===== src/rtl/keypad_event_queue.sv =====
// Debounces a 16-key one-hot vector and queues each new press as a 4-bit code,
// lowest index first, behind a show-ahead valid/ready FIFO.
module keypad_event_queue #(
   parameter int DEBOUNCE   = 16,
   parameter int FIFO_DEPTH = 4
) (
   input  logic                          clk,
   input  logic                          rst,
   input  logic [15:0]                   keys,
   output logic [3:0]                    key_code,
   output logic                          key_valid,
   input  logic                          key_ready,
   output logic                          overflow,
   output logic [$clog2(FIFO_DEPTH):0]   fifo_count
);

   localparam int CW  = $clog2(DEBOUNCE + 1);
   localparam int AW  = $clog2(FIFO_DEPTH);
   localparam int AW1 = AW + 1;
   localparam logic [CW-1:0]  CNT_MAX    = CW'(DEBOUNCE);
   localparam logic [CW-1:0]  CNT_COMMIT = CW'(DEBOUNCE - 1);
   localparam logic [AW:0]    FULL_COUNT = AW1'(FIFO_DEPTH);

   logic [15:0]   k_q_r;
   logic [CW-1:0] cnt_r;
   logic [15:0]   deb_r;
   logic [15:0]   pending_r;
   logic [3:0]    mem_r [FIFO_DEPTH];
   logic [AW-1:0] wr_ptr_r;
   logic [AW-1:0] rd_ptr_r;

   logic          stable_s;
   logic          commit_s;
   logic          pop_s;
   logic          push_s;
   logic          drop_s;
   logic [3:0]    push_code_s;
   logic [15:0]   pending_next_s;
   logic [AW-1:0] rd_next_s;
   logic [AW:0]   count_next_s;

   function automatic logic [3:0] lowest_set(input logic [15:0] v);
      logic [3:0] idx;
      idx = 4'd0;
      for (int i = 15; i >= 0; i--) begin
         if (v[i]) begin
            idx = 4'(i);
         end else begin
            idx = idx;
         end
      end
      return idx;
   endfunction

   // Debounce commit, one-per-edge encoder drain and FIFO bookkeeping decisions.
   always_comb begin
      stable_s       = (keys == k_q_r);
      commit_s       = stable_s && (cnt_r == CNT_COMMIT);
      pop_s          = key_valid && key_ready;
      push_code_s    = lowest_set(pending_r);
      pending_next_s = pending_r & (pending_r - 16'd1);
      push_s         = 1'b0;
      drop_s         = 1'b0;
      if (pending_r != 16'd0) begin
         if ((fifo_count != FULL_COUNT) || pop_s) begin
            push_s = 1'b1;
         end else begin
            drop_s = 1'b1;
         end
      end else begin
         push_s = 1'b0;
      end
      if (pop_s) begin
         rd_next_s = rd_ptr_r + AW'(1);
      end else begin
         rd_next_s = rd_ptr_r;
      end
      if (push_s && !pop_s) begin
         count_next_s = fifo_count + AW1'(1);
      end else if (pop_s && !push_s) begin
         count_next_s = fifo_count - AW1'(1);
      end else begin
         count_next_s = fifo_count;
      end
   end

   // State registers; key_code is re-registered from the head the FIFO will have after this edge.
   always_ff @(posedge clk) begin
      if (rst) begin
         k_q_r      <= 16'd0;
         cnt_r      <= '0;
         deb_r      <= 16'd0;
         pending_r  <= 16'd0;
         wr_ptr_r   <= '0;
         rd_ptr_r   <= '0;
         key_valid  <= 1'b0;
         key_code   <= 4'd0;
         overflow   <= 1'b0;
         fifo_count <= '0;
      end else begin
         k_q_r <= keys;
         if (!stable_s) begin
            cnt_r <= '0;
         end else if (cnt_r != CNT_MAX) begin
            cnt_r <= cnt_r + CW'(1);
         end
         if (commit_s) begin
            deb_r     <= k_q_r;
            pending_r <= pending_next_s | (k_q_r & ~deb_r);
         end else begin
            pending_r <= pending_next_s;
         end
         if (push_s) begin
            mem_r[wr_ptr_r] <= push_code_s;
            wr_ptr_r        <= wr_ptr_r + AW'(1);
         end
         rd_ptr_r <= rd_next_s;
         if (drop_s) begin
            overflow <= 1'b1;
         end
         fifo_count <= count_next_s;
         key_valid  <= (count_next_s != '0);
         // A push lands at the head when the queue was empty, or held one entry that is popping.
         if (push_s && (rd_next_s == wr_ptr_r)) begin
            key_code <= push_code_s;
         end else if (count_next_s != '0) begin
            key_code <= mem_r[rd_next_s];
         end
      end
   end

endmodule


===== config.mk =====
export PLATFORM = sky130hd
export DESIGN_NAME = keypad_event_queue
export DESIGN_NICKNAME = d
export VERILOG_FILES = /design/src/rtl/keypad_event_queue.sv
export SDC_FILE = /design/constraint.sdc
export NUM_CORES = 1
export LEC_CHECK = 0
export ABC_AREA = 1
export ABC_CLOCK_PERIOD_IN_PS = 2100
export CAP_MARGIN = 20
export CORE_ASPECT_RATIO = 0.5
export CORE_UTILIZATION = 50
export DETAILED_ROUTE_END_ITERATION = 6
export GPL_TIMING_DRIVEN = 0
export PLACE_DENSITY = 0.7
export REMOVE_ABC_BUFFERS = 1
export SLEW_MARGIN = 20
export SYNTH_ARGS = -nofsm -noshare
export SYNTH_HDL_FRONTEND = slang
export SYNTH_SLANG_ARGS = --single-unit

===== constraint.sdc =====
create_clock -name clk -period 2.1 [get_ports clk]
set_input_delay 0.21 -clock clk [delete_from_list [all_inputs] [get_ports clk]]
set_output_delay 0.21 -clock clk [all_outputs]
set_load 0.05 [all_outputs]

# Word level (Yosys, flattened, before mapping)
# Memory sizes are Yosys's and may differ from the RTL's. A register that Yosys moved wholly into a read port is not among the register bits.
# Index checks and enable logic that the tools add are counted.
# totals
regBits	62
ram_bits	16
inputBits	19
output_inout_bits	9
elab_cells	65
memories	1
# memory_table
memory	depth	word_bits	read_ports	rd_ports_with_merged_regs	write_ports	line_no	text
mem_r	4	4	1	1	1	28	logic [3:0] mem_r [FIFO_DEPTH];
# op_classes
addsub	6
n_eq_ne	5
muxes	27
bitwise_logic	5
n_reduce_logical	12
# op_table
cell	n
2-to-1 mux 4 bit	16
bitwise AND 16 bit	2
equality test 16 bit	1
2-to-1 mux 16 bit	1
NOT 16 bit	1
OR 16 bit	1
nonzero test 16 bit	1
subtractor 16 x 1 -> 16 bit (second input constant)	1
2-to-1 mux 1 bit	7
2-to-1 mux 3 bit	2
adder 5 x 1 -> 5 bit (second input constant)	1
equality test 5 x 4 -> 1 bit (second input constant)	1
logical AND 1 bit	5
!= test 5 bit (second input constant)	1
adder 2 x 1 -> 2 bit (second input constant)	2
adder 3 x 1 -> 3 bit (second input constant)	1
!= test 3 bit (second input constant)	1
nonzero test 3 bit	1
subtractor 3 x 1 -> 3 bit (second input constant)	1
equality test 2 bit	1
zero test 1 bit	2
2-to-1 mux 2 bit	1
nonzero test 2 bit	1
OR reduction 2 bit	1
other kinds (2)	2

# Longest topological paths before layout
# Gate-level depths: netlist of the first run.
# logic_depth
word_depth	16
ltp_mapped	17
depth_no_buf	17

# Least setup slack after synthesis of the first run
# OpenSTA, ideal clock, no wires.
# synth_path
kind	register to register
startpoint	register fifo_count[0]
endpoint	memory mem_r[1][0] (enable)
setup_time_ps	329
arrival_time_ps	1853
required_ps	1771
path_slack_ps	-82
stages_incl_launch_ff	9
n_path_buf	0
period_less_slack_ps	2182
cell_sequence	dfxtp_1 > inv_1 > ha_1 > ha_1 > inv_1 > o21ai_0 > nor2_1 > inv_1 > nor2_1
# synth_between
elab_chain_cells	7
# synth_rtl
item	line_no	text
start: declaration	14	output logic [$clog2(FIFO_DEPTH):0] fifo_count
start signal: assignment	121	fifo_count <= count_next_s;
!= test 3 bit	65	if ((fifo_count != FULL_COUNT) || pop_s) begin
logical OR 1 bit	65	
2-to-1 mux 1 bit	65	
2-to-1 mux 1 bit	64	if (pending_r != 16'd0) begin
2-to-1 mux 1 bit	113	if (push_s) begin
2-to-1 mux 1 bit	89	if (rst) begin
2-to-1 mux 1 bit (not written as such)	114	mem_r[wr_ptr_r] <= push_code_s;
end: declaration	28	
# Every way passes these cells.

# Final worst setup path of the first run
# layout_path
startpoint	register fifo_count[0]
endpoint	memory mem_r[1][3] (enable)
# The elaborated chain is that of the path after synthesis.

==> flow_metrics.env, run 1 <==
export IMPL_p_leak_nw=1.80
export IMPL_vias=2740
export IMPL_skew_ps=4.29
export IMPL_synth_cell_types=36
export IMPL_dp_cells=561
export IMPL_status="completed"
export IMPL_rsz0062_at_grt="true"
export IMPL_cts_hold_buf=0
export IMPL_final_util_pct=64.1
export IMPL_dr_first_iter_drc_count=188
export IMPL_start_util_pct=53.1
export IMPL_maxCapViolations=0
export IMPL_gp_congestion=0.788
export IMPL_critPathLaunch="fifo_count[0]"
export IMPL_grt_max_degree=35
export IMPL_ir_drop_v=0.000441
export IMPL_synth_seq_cells=82
export IMPL_crit_arrival_ps=2010
export IMPL_startpoint_type="flop"
export IMPL_cts_buffer_depth=2
export IMPL_synth_top_area_share_pct=36.1
export IMPL_fin_area_um2=4410
export IMPL_synth_area_leaders="dfxtp_1 (36%), edfxtp_1 (13%), nand2_1 (8.9%)"
export IMPL_ios=28
export IMPL_dpl_cell_area_um2=4010
export IMPL_setup_violations=0
export IMPL_final_cell_count_no_fill=581
export IMPL_max_freq_mhz=500
export IMPL_final_nets=514
export IMPL_grt_pass1_wl_um=11500
export IMPL_antenna_left=0
export IMPL_die_w_um=123
export IMPL_rows=21
export IMPL_ys_warn_count=0
export IMPL_vias_per_cell=4.72
export IMPL_critPathMaxFanout=6
export IMPL_critPathKind="flop to flop"
export IMPL_synthCells=450
export IMPL_routed_wl_um=6480
export IMPL_finalCriticalPeriod_ps=2000
export IMPL_setup_tns_final_ps=0
export IMPL_cts_sinks=82
export IMPL_core_area_um2=6880
export IMPL_critPathCaptureType="flop"
export IMPL_diodes=0
export IMPL_hold_start="rst"
export IMPL_gr_usage_all_layers_pct=19.4
export IMPL_power_density_nw_per_um2=962
export IMPL_clk_pin_slew_ps=60
export IMPL_worstSkewPairLatency_ps=330
export IMPL_synth_area_per_cell_um2=8.13
export IMPL_chipHeight_um=62.5
export IMPL_drive_gt1_share_pct=13.7
export IMPL_cp_required_ps=2110
export IMPL_timing_hold_ws_ps=299
export IMPL_cts_root_buf="clkbuf_16"
export IMPL_drc=0
export IMPL_slew_violations=0
export IMPL_grt_pass1_vias=2554
export IMPL_h_tree_depth=3
export IMPL_routedWlPerCell_um=11.1
export IMPL_port_buffers=27
export IMPL_hpwl_um=4670
export IMPL_maxSlewHeadroom_pct=52.5
export IMPL_finalHoldViolations=0
export IMPL_antenna_found_initial=0
export IMPL_period_share_pct=95.2
export IMPL_final_setup_worst_slack_ps=101
export IMPL_synthToLayoutAreaGrowth_pct=20.6
export IMPL_worst_slew_pin_slew_ps=707
export IMPL_synth_area_um2=3660
export IMPL_ys_seq_area_share_pct=49.2
export IMPL_firstDrtPassIters=4
export IMPL_cts_tree="done"
export IMPL_rr_startpoint="fifo_count[0]"
export IMPL_post_place_ws_ps=-382
export IMPL_dieArea_um2=7680
export IMPL_grt_overflow_total=0
export IMPL_synth_area_leader_cell="dfxtp_1"
export IMPL_power_mw=4.24
export IMPL_cts_buffers=9
export IMPL_hold_path_class="input pin to flop"
==> timing repair <==
item | in CTS | in global routing
pin swaps | 0 | 1
setup buffers | 0 | 5
gates resized for setup | 1 | 13
endpoints found under the setup margin | 17 | 33
==> Yosys cell counts <==
cell,instances
a21oi_1,39
nand3_1,7
nand3_2,2
a31oi_1,2
buf_1,1
o22ai_1,6
a21oi_2,4
nor3b_4,1
buf_8,1
or2_1,4
inv_2,2
dfxtp_1,66
nand2_1,87
xor2_1,1
clkinv_1,1
ha_1,10
nor3_1,4
o21ai_2,1
nor2_4,2
clkbuf_1,6
nand4_1,4
o31ai_1,1
nand2_2,9
o21ai_0,17
edfxtp_1,16
inv_1,61
xor2_2,1
nor2_2,3
or2_2,8
clkinv_2,1
nand3_4,2
xnor2_1,14
nor4_1,1
buf_2,1
o21a_1,3
nor2_1,61
==> state kept, by name, summed over array words and instances, names as in the netlist <==
signal / count
cnt_r: 5
deb_r: 16
fifo_count: 3
k_q_r: 16
key_code: 4
key_valid: 1
mem_r: 16
overflow: 1
pending_r: 16
rd_ptr_r: 2
wr_ptr_r: 2
==> power breakdown <==
part | total (mW) | switching (mW) | internal, mW
Sequential | 1.73 | 0.0506 | 1.68
Clock | 1.61 | 0.590 | 1.02
Combinational | 0.907 | 0.569 | 0.338
Total | 4.24 | 1.21 | 3.03
==> final timing paths <==
kind	endpoint	slack (ps)	cells past startpoint
max	mem_r[1][3]	100	8
min	k_q_r[0]	300	2
max reg2reg	mem_r[1][3]	100	8
min reg2reg	pending_r[0]	430	1
==> kinds of logic (layout without fill, tap and decap cells) <==
| family | after synthesis | after routing | share of synthesized area (%) |
|---|---|---|---|
| buffers and inverters | 74 | 113 | 7.97 |
| AOI/OAI and AO/OA | 73 | 73 | 11.0 |
| DFF | 82 | 82 | 49.2 |
| xor gates and xnor gates | 16 | 16 | 4.04 |
| adders and majority gates | 10 | 10 | 3.42 |
| and+or+nand+nor | 195 | 195 | 24.3 |
==> critical path: stages (launching register included) <==
cell and delay, ps:
dfxtp_1 370, inv_1 80, ha_1 200, ha_1 190, inv_1 80, o21ai_1 170
nor2_1 200, inv_1 140, nor2_2 250
==> final cells by class <==
cell class	instances	area (µm²)
fill	607	2470
sequential	82	1800
multi-input combinational	294	1610
timing repair buffer	33	323
clock buffer	11	264
inverter	65	249
tap	92	115
clock inverter	4	48.8
==> routing by layer <==
| layer | global-route usage, % | up-vias | share of wire (%) |
|---|---|---|---|
| met2 | 28.7 | 47 | 40 |
| met3 | 5.75 | 7 | 4.6 |
| met4 | 6.33 | 0 | 1.0 |
| li1 | - | 1499 | - |
| met5 | 0 | - | 0 |
| met1 | 27.0 | 1187 | 54 |
==> placed cells by master, fill, tap and decap left out, types with 2 or more instances in the layout <==
master           synthesis  layout
nand2_2                  9      12
inv_1                   61      61
nor2_4                   2       3
buf_4                    0       5
nand3_2                  2       2
dfxtp_1                 66      66
or2_2                    8       8
clkinv_2                 1       2
ha_1                    10      10
nand4_1                  4       4
edfxtp_1                16      16
nor2_2                   3       6
nand3_4                  2       2
o21a_1                   3       3
a21oi_1                 39      38
clkbuf_16                0      10
o21ai_1                  0       2
o21ai_0                 17      15
inv_2                    2       2
nand2_1                 87      84
clkdlybuf4s50_1          0      26
a31oi_1                  2       2
clkinv_4                 0       2
o22ai_1                  6       6
xnor2_1                 14      14
nand3_1                  7       7
nor3_1                   4       4
or2_1                    4       4
nor2_1                  61      57
a21oi_2                  4       5
No activity file was read; power rests on OpenSTA's default activity.
==> inputs of run 2 (changes only) <==
--- a/config.mk
+++ b/config.mk
@@ -6,12 +6,12 @@
 export NUM_CORES = 1
 export LEC_CHECK = 0
 export ABC_AREA = 1
-export ABC_CLOCK_PERIOD_IN_PS = 2100
 export CAP_MARGIN = 20
 export CORE_ASPECT_RATIO = 0.5
 export CORE_UTILIZATION = 50
 export DETAILED_ROUTE_END_ITERATION = 6
 export GPL_TIMING_DRIVEN = 0
+export HOLD_SLACK_MARGIN = 0.03
 export PLACE_DENSITY = 0.7
 export REMOVE_ABC_BUFFERS = 1
 export SLEW_MARGIN = 20
==> results of run 2 <==
The final DEF is identical to that of run 1; final timing and power are the same.
==> inputs of run 3 (changes only) <==
--- a/config.mk
+++ b/config.mk
@@ -6,7 +6,6 @@
 export NUM_CORES = 1
 export LEC_CHECK = 0
 export ABC_AREA = 1
-export CAP_MARGIN = 20
 export CORE_ASPECT_RATIO = 0.5
 export CORE_UTILIZATION = 50
 export DETAILED_ROUTE_END_ITERATION = 6
==> results of run 3 <==
The final DEF is identical to that of run 1; final timing and power are the same.
